--- config.mk ---
export PLATFORM = sky130hd
export DESIGN_NAME = mem_nibble_port
export DESIGN_NICKNAME = d
export VERILOG_FILES = /design/src/rtl/dma_pkg.sv /design/src/rtl/nibble_ram.sv /design/src/rtl/mem_nibble_port.sv
export SDC_FILE = /design/constraint.sdc
export NUM_CORES = 2
export LEC_CHECK = 0
export CAP_MARGIN = 10
export CORE_MARGIN = 2
export CORE_UTILIZATION = 40
export DETAILED_ROUTE_END_ITERATION = 8
export GPL_ROUTABILITY_DRIVEN = 1
export SETUP_SLACK_MARGIN = 0.15
export SYNTH_ARGS = -nofsm -noshare
export SYNTH_HDL_FRONTEND = slang
export SYNTH_SLANG_ARGS = --single-unit
--- constraint.sdc ---
create_clock -name clk -period 5 [get_ports clk]
set_clock_uncertainty 0.15 [all_clocks]
set_input_delay 1 -clock clk [delete_from_list [all_inputs] [get_ports clk]]
set_output_delay 1 -clock clk [all_outputs]
set_load 0.05 [all_outputs]
--- src/rtl/dma_pkg.sv ---
// Shared definitions for the DMA 4-bit memory channel endpoints.
//   MODE_*      : direction encoding of the descriptor mode bit
//   NIBBLE_W    : width of the nibble data port
//   port_state_e: FSM encoding of mem_nibble_port
package dma_pkg;

  localparam logic MODE_CPU_TO_MEM = 1'b1;
  localparam logic MODE_MEM_TO_CPU = 1'b0;

  localparam int unsigned NIBBLE_W = 4;

  typedef enum logic [1:0] {
    StIdle = 2'd0,
    StRd   = 2'd1,
    StWr   = 2'd2,
    StDone = 2'd3
  } port_state_e;

endpackage

--- src/rtl/nibble_ram.sv ---
// Byte-wide RAM with nibble-granular writes and a backdoor port.
// Ports:
//   clk          : clock
//   i_nib_we     : per-nibble write enable, bit0 = [3:0], bit1 = [7:4]
//   i_addr       : data-path byte index
//   i_nib_wdata  : nibble written into the enabled half(s)
//   o_rdata      : asynchronous read of RAM[i_addr]
//   i_dbg_we     : backdoor byte write strobe
//   i_dbg_addr   : backdoor byte index
//   i_dbg_wdata  : backdoor write data
//   o_dbg_rdata  : asynchronous read of RAM[i_dbg_addr]
// Contents are never reset.
module nibble_ram
  import dma_pkg::*;
#(
  parameter int unsigned DEPTH  = 256,
  parameter int unsigned ADDR_W = 8
) (
  input  logic                clk,
  input  logic [1:0]          i_nib_we,
  input  logic [ADDR_W-1:0]   i_addr,
  input  logic [NIBBLE_W-1:0] i_nib_wdata,
  output logic [7:0]          o_rdata,
  input  logic                i_dbg_we,
  input  logic [ADDR_W-1:0]   i_dbg_addr,
  input  logic [7:0]          i_dbg_wdata,
  output logic [7:0]          o_dbg_rdata
);

  logic [7:0] r_mem [DEPTH];

  // The backdoor write is issued first so that, on a same-byte collision,
  // the later nibble assignment overrides its half and the backdoor data
  // survives in the other half.
  always_ff @(posedge clk) begin
    if (i_dbg_we) begin
      r_mem[i_dbg_addr] <= i_dbg_wdata;
    end
    if (i_nib_we[0]) begin
      r_mem[i_addr][3:0] <= i_nib_wdata;
    end
    if (i_nib_we[1]) begin
      r_mem[i_addr][7:4] <= i_nib_wdata;
    end
  end

  assign o_rdata     = r_mem[i_addr];
  assign o_dbg_rdata = r_mem[i_dbg_addr];

endmodule

--- src/rtl/mem_nibble_port.sv ---
// Memory-side endpoint of the DMA 4-bit memory channel.
// Accepts a descriptor (addr_in, len_in in nibbles, mode), then streams
// nibbles out of (mode 0) or into (mode 1) an internal byte RAM, low nibble
// of each byte first.
// Ports:
//   clk, reset                          : clock, synchronous active-high reset
//   address_in_valid/_enable            : descriptor handshake
//   addr_in, len_in, mode               : descriptor fields
//   mem_data_out, mem_to_dma_valid/_enable : read stream to DMA
//   mem_data_in, dma_to_mem_valid/_enable  : write stream from DMA
//   busy, xfer_done                     : status, done is a one-cycle pulse
//   dbg_we, dbg_addr, dbg_wdata, dbg_rdata : RAM backdoor
module mem_nibble_port
  import dma_pkg::*;
#(
  parameter int unsigned DEPTH  = 256,
  parameter int unsigned ADDR_W = 8
) (
  input  logic                clk,
  input  logic                reset,
  input  logic                address_in_valid,
  output logic                address_in_enable,
  input  logic [31:0]         addr_in,
  input  logic [31:0]         len_in,
  input  logic                mode,
  output logic [NIBBLE_W-1:0] mem_data_out,
  output logic                mem_to_dma_valid,
  input  logic                mem_to_dma_enable,
  input  logic [NIBBLE_W-1:0] mem_data_in,
  input  logic                dma_to_mem_valid,
  output logic                dma_to_mem_enable,
  output logic                busy,
  output logic                xfer_done,
  input  logic                dbg_we,
  input  logic [ADDR_W-1:0]   dbg_addr,
  input  logic [7:0]          dbg_wdata,
  output logic [7:0]          dbg_rdata
);

  port_state_e       r_state, w_state_d;
  logic [ADDR_W-1:0] r_ptr, w_ptr_d;
  logic              r_half, w_half_d;
  logic [31:0]       r_rem, w_rem_d;
  logic              r_mode, w_mode_d;

  logic              w_hs;
  logic [1:0]        w_nib_we;
  logic [7:0]        w_rd_byte;

  // Only the low ADDR_W bits of the start address index the RAM.
  logic w_unused_addr;
  assign w_unused_addr = ^addr_in[31:ADDR_W];

  always_ff @(posedge clk) begin
    if (reset) begin
      r_state <= StIdle;
      r_ptr   <= '0;
      r_half  <= 1'b0;
      r_rem   <= '0;
      r_mode  <= MODE_MEM_TO_CPU;
    end else begin
      r_state <= w_state_d;
      r_ptr   <= w_ptr_d;
      r_half  <= w_half_d;
      r_rem   <= w_rem_d;
      r_mode  <= w_mode_d;
    end
  end

  always_comb begin
    w_state_d         = r_state;
    w_ptr_d           = r_ptr;
    w_half_d          = r_half;
    w_rem_d           = r_rem;
    w_mode_d          = r_mode;
    w_hs              = 1'b0;
    address_in_enable = 1'b0;
    mem_to_dma_valid  = 1'b0;
    dma_to_mem_enable = 1'b0;
    busy              = 1'b1;
    xfer_done         = 1'b0;

    unique case (r_state)
      StIdle: begin
        address_in_enable = 1'b1;
        busy              = 1'b0;
        if (address_in_valid) begin
          w_ptr_d  = addr_in[ADDR_W-1:0];
          w_half_d = 1'b0;
          w_rem_d  = len_in;
          w_mode_d = mode;
          if (len_in == 32'd0) begin
            w_state_d = StDone;
          end else if (mode == MODE_CPU_TO_MEM) begin
            w_state_d = StWr;
          end else begin
            w_state_d = StRd;
          end
        end
      end
      StRd: begin
        mem_to_dma_valid = 1'b1;
        w_hs             = mem_to_dma_enable;
      end
      StWr: begin
        dma_to_mem_enable = 1'b1;
        w_hs              = dma_to_mem_valid;
      end
      StDone: begin
        xfer_done = 1'b1;
        w_state_d = StIdle;
      end
      default: w_state_d = StIdle;
    endcase

    // Pointer/count advance is shared by both streaming directions.
    if (w_hs) begin
      w_rem_d = r_rem - 32'd1;
      if (r_half) begin
        w_ptr_d  = r_ptr + ADDR_W'(1);
        w_half_d = 1'b0;
      end else begin
        w_half_d = 1'b1;
      end
      if (r_rem == 32'd1) begin
        w_state_d = StDone;
      end
    end
  end

  // Nibble writes are suppressed in a reset cycle so an aborted transfer
  // leaves only the nibbles already handshaken.
  always_comb begin
    w_nib_we = 2'b00;
    if (!reset && r_state == StWr && dma_to_mem_valid) begin
      w_nib_we = r_half ? 2'b10 : 2'b01;
    end
  end

  assign mem_data_out = (r_state == StRd) ? (r_half ? w_rd_byte[7:4] : w_rd_byte[3:0])
                                          : '0;

  nibble_ram #(
    .DEPTH  (DEPTH),
    .ADDR_W (ADDR_W)
  ) u_ram (
    .clk         (clk),
    .i_nib_we    (w_nib_we),
    .i_addr      (r_ptr),
    .i_nib_wdata (mem_data_in),
    .o_rdata     (w_rd_byte),
    .i_dbg_we    (dbg_we),
    .i_dbg_addr  (dbg_addr),
    .i_dbg_wdata (dbg_wdata),
    .o_dbg_rdata (dbg_rdata)
  );

endmodule

# Word level (Yosys, flattened, before mapping)
# Memories as Yosys holds them, arrays and structs flattened. A register that Yosys moved wholly into a read port is not among the register bits.
# Index checks and enable logic that the tools add are counted.
[totals] input_bits=91 mem_count=1 output_inout_bits=17 wordCells=53 ram_bits=2048 reg_bits=43
[mem_list] name="u_ram.r_mem" words=256 word_bits=8 read_ports=2 rd_ports_with_merged_regs=1 write_ports=2 line="nibble_ram.sv:30" source="logic [7:0] r_mem [DEPTH];"
[op_classes] mux=34 eq_ne=4 n_reduce_logical=8 n_addsub=2
[ops] operator="$mux W32" count=3
[ops] operator="$mux W8" count=5
[ops] operator="$eq A32 B1 Y1 const B" count=1
[ops] operator="$logic_not A32 Y1" count=1
[ops] operator="$sub A32 B1 Y32 const B" count=1
[ops] operator="$mux W1" count=15
[ops] operator="$mux W2" count=7
[ops] operator="$add A8 B1 Y8 const B" count=1
[ops] operator="$mux W4" count=2
[ops] operator="$eq A2 B2 Y1 const B" count=2
[ops] operator="$pmux W2 S2" count=1
[ops] operator="$reduce_bool A2 Y1" count=2
[ops] operator="$eq A2 B1 Y1 const B" count=1
[ops] operator="$logic_and A1 B1 Y1" count=2
[ops] operator="$logic_not A2 Y1" count=1
[ops] operator="$pmux W1 S2" count=1
[ops] operator="$reduce_and A2 Y1" count=1
[ops] operator="$logic_not A1 Y1" count=1

# Depth between registers and ports, before layout
[logic_depth] ltp_word=6 depth_mapped=13 ltp_nobuf=9

# Modules after synthesis
# From an unflattened synthesis, not the netlist that was laid out.
[hier_totals] hier_cells=8560 area_unflattened_um2=126233.6
[modules_own_cells] module="nibble_ram" cells_each=8245 seq_area_each_um2=61499.0 area_each_um2=123612.3 instances=1
[modules_own_cells] module="mem_nibble_port" cells_each=315 seq_area_each_um2=860.8 area_each_um2=2621.3 instances=1

# Least setup slack after synthesis
# Ideal clock, no wire load.
[synth_path] kind="in2out" startpoint="input port dbg_addr[2]" endpoint="output port dbg_rdata[0]" path_buffers=3 stages=8 t_required_ps=3850 setup_slack_ps=-496 arrival_ps=4346 path_cell_list="clkbuf_1 -> buf_2 -> buf_1 -> mux4_2 -> mux2i_1 -> a21oi_1 -> a21oi_1 -> o311ai_0"
[synth_between] elab_chain_len=1
[synth_rtl] item="start, declared" line="mem_nibble_port.sv:35" source="input logic [ADDR_W-1:0] dbg_addr,"
[synth_rtl] item="$mem_v2 Z256 W8"
[synth_rtl] item="end, declared" line="mem_nibble_port.sv:37" source="output logic [7:0] dbg_rdata"
# Every way passes these cells.

# Final worst setup path
[layout_path] startpoint="input port dbg_addr[0]" endpoint="output port dbg_rdata[3]"
# Same word-level chain as after synthesis.

==> results by group <==
Outcome
  – Run status: complete, but fails checks
  – Failing checks: negative setup slack

Global routing
  – Most used routing layer: met2
  – Met1 global-route usage: 42.0%
  – Global routing usage on met2: 48.7%
  – Global routing usage on met3: 9.83%
  – Wire length of the first global-routing pass: 747 mm
  – Maximum number of pins on one net before global-route repair: 106
  – Total overflow reported by the global router: 0
  – Global-route usage over all layers: 33.0%
  – Initial antenna violation count: 52
  – Vias in the first global route: 89.9k

Synthesis
  – Share of async-settable or async-resettable flops after synthesis: 0%
  – Commonest cells in the netlist: sky130_fd_sc_hd__mux2_2 (2,060), sky130_fd_sc_hd__edfxtp_1 (2,048), sky130_fd_sc_hd__mux4_2 (1,103)
  – Largest family of logic cells by synthesized area: multiplexers
  – Most frequent cell after synthesis: sky130_fd_sc_hd__mux2_2
  – Predominant post-synthesis flop cell: sky130_fd_sc_hd__edfxtp_1
  – Syn Std Cell Area: 128,000 um2
  – Net Count, Synth: between 8k and 9k
  – Register area share after synthesis: between 40% and 50%
  – Register bit count reported by yosys: between 2k and 2.5k
  – Top cells by area in the synthesized netlist: sky130_fd_sc_hd__edfxtp_1 (48%), sky130_fd_sc_hd__mux4_2 (19%), sky130_fd_sc_hd__mux2_2 (18%), sky130_fd_sc_hd__clkbuf_1 (2.4%), sky130_fd_sc_hd__o21ai_0 (2.1%)
  – Synth area leader: sky130_fd_sc_hd__edfxtp_1
  – Share of synthesized cell area in full adder, half adder and majority cells: 0.0981%
  – Synth Area per Inst: 14.8 um2
  – Post-synthesis compound-gate area fraction: 4.53%
  – Yosys top cell area share: between 40% and 50%
  – Post-Synth XOR/XNOR Area: 0%
  – Post-synthesis instance total: ~8.6k
  – Share of synthesized area spent on multiplexers: 39.0%
  – Distinct cell type count after synthesis: 77
  – Count of flip-flops with a built-in enable after synthesis: 2,048
  – Simple-gate share of the synthesized area: 3.96%
  – Ys Warns: 0

Clock network
  – CTS buffer count: 233
  – Clock tree root buffer cell: sky130_fd_sc_hd__clkbuf_16
  – Clock slew at reported path FFs: 0.06 ns
  – Clock insertion delay at the later pin of the skew report: 0.94 ns
  – Number of clock sinks: between 2k and 2.5k
  – H-tree depth: 4
  – Max Root-Sink Buffers: 4
  – Clock tree from TritonCTS: built

STA
  – Final Hold Vio Count: 0
  – Setup slack after layout: -0.810 ns
  – Setup repair after global routing missed its margin: yes
  – Max-slew violation count: 0
  – Final setup fails: 12
  – Transition time of the tightest slew-check pin: approximately 1.2 ns
  – Final min period: 5.81 ns
  – Max Clock Freq: roughly 170 MHz
  – Hold slack: 0.321 ns
  – Relative slew slack: 18.6%
  – Portion of the clock cycle consumed by the worst path in the final layout: 116%

Final layout
  – Area added between synthesis and finish: 17.2%
  – Ratio of cells with drive above 1 in the final layout: 52.4%
  – Share of the core filled with cells: 47.1%
  – Number of fillers in the final layout: 27.2k
  – Layout net count: between 8k and 9k

Power
  – Pwr Density: roughly 330 nW/um2
  – Power dissipated by switching net loads: around 15 mW
  – Int Pwr: 34.7 mW
  – Total leakage power: around 48 nW
  – Sw Ratio: 29.8%
  – Part of the total power dissipated in the clock network: 37.1%
  – Logic gate share of total power: 23.5%
  – Worst IR Drop VDD: ~290 uV
  – Sequential cell fraction of total power: 39.5%

Worst setup path
  – Arrival time worst endpoint: between 4 and 5 ns
  – Worst reg2reg path endpoint: u_ram.r_mem[191][1]
  – Startpoint of the most critical setup path: dbg_addr[0]
  – Launching point of the worst reg2reg path: r_ptr[0]
  – Crit path required time: 3.85 ns
  – R2r setup slk: a little over 0.7 ns
  – Worst setup endpoint: dbg_rdata[3]
  – Setup crit start kind: input pin
  – Setup crit end kind: primary output
  – Max Fanout on Critical Path: 8
  – Crit Path Category: input pin to primary output
  – Worst reg2reg path depth: 9

Flow run
  – Max-capacitance violation count: 0

Floorplanning
  – Top Ports: 108
  – Die area: 323,000 um2
  – Count of standard-cell rows: 207
  – Starting utilization of the core area: 40.2%
  – Vertical extent of the die: 569 um
  – Die boundary width: approximately 570 um
  – Placeable Area: 318,000 um2

Place
  – HPWL Detailed: 354 mm
  – Post-place setup slack: -1.67 ns
  – Count of input and output buffers: 83
  – Routability congestion estimate from global placement: 0.987

Drt
  – Final wirelength: 552 mm
  – Post-detailed-route via-to-cell ratio: about 7
  – DRC marker count from the first detailed-route iteration: 16.1k
  – Wire per inst: 41.5 um
  – Drc violations: 0
  – Number of iterations in the first detailed-routing pass: 6
  – Total via count in the routed design: 95.0k
  – Number of nets with antenna violations after detailed routing: 0

Worst hold path
  – Class of the most critical hold timing path: flip-flop to flip-flop
## state kept, by name, summed over array words and instances (netlist names)
register / cells
u_ram.r_mem: 2048
r_half: 1
r_ptr: 8
r_state: 2
r_rem: 32
## repair_timing
item | CTS | global route
gates cloned | 21 | 8
hold buffers | 0 | 0
buffers inserted | 95 | 61
pin swaps | 41 | 45
setup endpoints to repair | 12 | 12
resized for setup | 240 | 148
## power by group through the flow
| stage | Combinational, mW | Clock, mW | Sequential (mW) |
|---|---|---|---|
| floorplan | 5.64 | 0 | 19.8 |
| global placement | 10.0 | 0 | 20.0 |
| detailed placement | 10.1 | 0 | 20.0 |
| CTS | 10.9 | 18.4 | 19.5 |
| global route | 11.7 | 19.0 | 19.5 |
| finish | 11.6 | 18.3 | 19.5 |
## worst min-delay path by stage
stage | startpoint | end | slack [ns] | depth (start not counted)
finish | r_rem[13] | r_rem[13] | 0.32 | 2
global route | r_rem[13] | r_rem[13] | 0.34 | 2
CTS | r_rem[13] | r_rem[13] | 0.32 | 2
detailed placement | r_rem[13] | r_rem[13] | 0.31 | 2
global placement | r_rem[26] | r_rem[26] | 0.29 | 1
floorplan | r_rem[26] | r_rem[26] | 0.28 | 1
## worst max-delay path: stages
cell	delay (ns)
sky130_fd_sc_hd__buf_16	0.17
sky130_fd_sc_hd__buf_16	0.18
sky130_fd_sc_hd__buf_12	0.15
sky130_fd_sc_hd__mux4_2	0.51
sky130_fd_sc_hd__mux4_2	0.61
sky130_fd_sc_hd__nand3_4	0.13
sky130_fd_sc_hd__nand3_2	0.09
sky130_fd_sc_hd__nor4_4	0.44
sky130_fd_sc_hd__buf_4	0.19
sky130_fd_sc_hd__nand4_1	0.56
sky130_fd_sc_hd__buf_4	0.39
sky130_fd_sc_hd__buf_12	0.15
## final cells by class
cell class | instances | area [um2] | area share, %
Tap cell | 4180 | 5230 | 3.50
Antenna cell | 100 | 250 | 0.167
Clock inverter | 149 | 1720 | 1.15
Multi-Input combinational cell | 5453 | 62200 | 41.6
Inverter | 23 | 93.8 | 0.0628
Clock buffer | 279 | 6180 | 4.13
Timing Repair Buffer | 1027 | 11500 | 7.66
Sequential cell | 2091 | 62400 | 41.7
## cell usage in the layout (no fill, tap or decap), types with 100 or more instances in the layout
cell type | Yosys | final
sky130_fd_sc_hd__edfxtp_1 | 2048 | 2048
sky130_fd_sc_hd__mux2_2 | 2060 | 2059
sky130_fd_sc_hd__mux2i_1 | 172 | 158
sky130_fd_sc_hd__nor2_1 | 133 | 103
sky130_fd_sc_hd__buf_12 | 2 | 169
sky130_fd_sc_hd__mux4_2 | 1103 | 1103
sky130_fd_sc_hd__o21ai_0 | 534 | 530
sky130_fd_sc_hd__diode_2 | 0 | 100
sky130_fd_sc_hd__nand2_1 | 666 | 647
sky130_fd_sc_hd__clkbuf_16 | 0 | 248
sky130_fd_sc_hd__buf_4 | 58 | 670
## metrics by stage
stage	cells	power, mW	instance area, um2	TNS (ns)
after floorplan	8599	25.4	128000	0
after global placement	12600	30.0	137000	-8.10
after detailed placement	12600	30.1	137000	-7.77
after CTS	13100	48.8	148000	-5.40
after global routing	13200	50.2	149000	-4.87
final	13300	49.5	149000	-5.64
## kinds of logic after synthesis
family,Yosys count
adders and majority gates,10
AOI/OAI and AO/OA,966
buffers and inverters,1055
DFF,2091
and+or+nand+nor,1142
muxes,3335
## layer usage
layer / part of all wire, % / wire (um)
met3: 14 / 77400
met5: 0.014 / 77
met4: 7.4 / 40800
met1: 35 / 191000
met2: 44 / 243000
(Power assumes the default switching activity.)
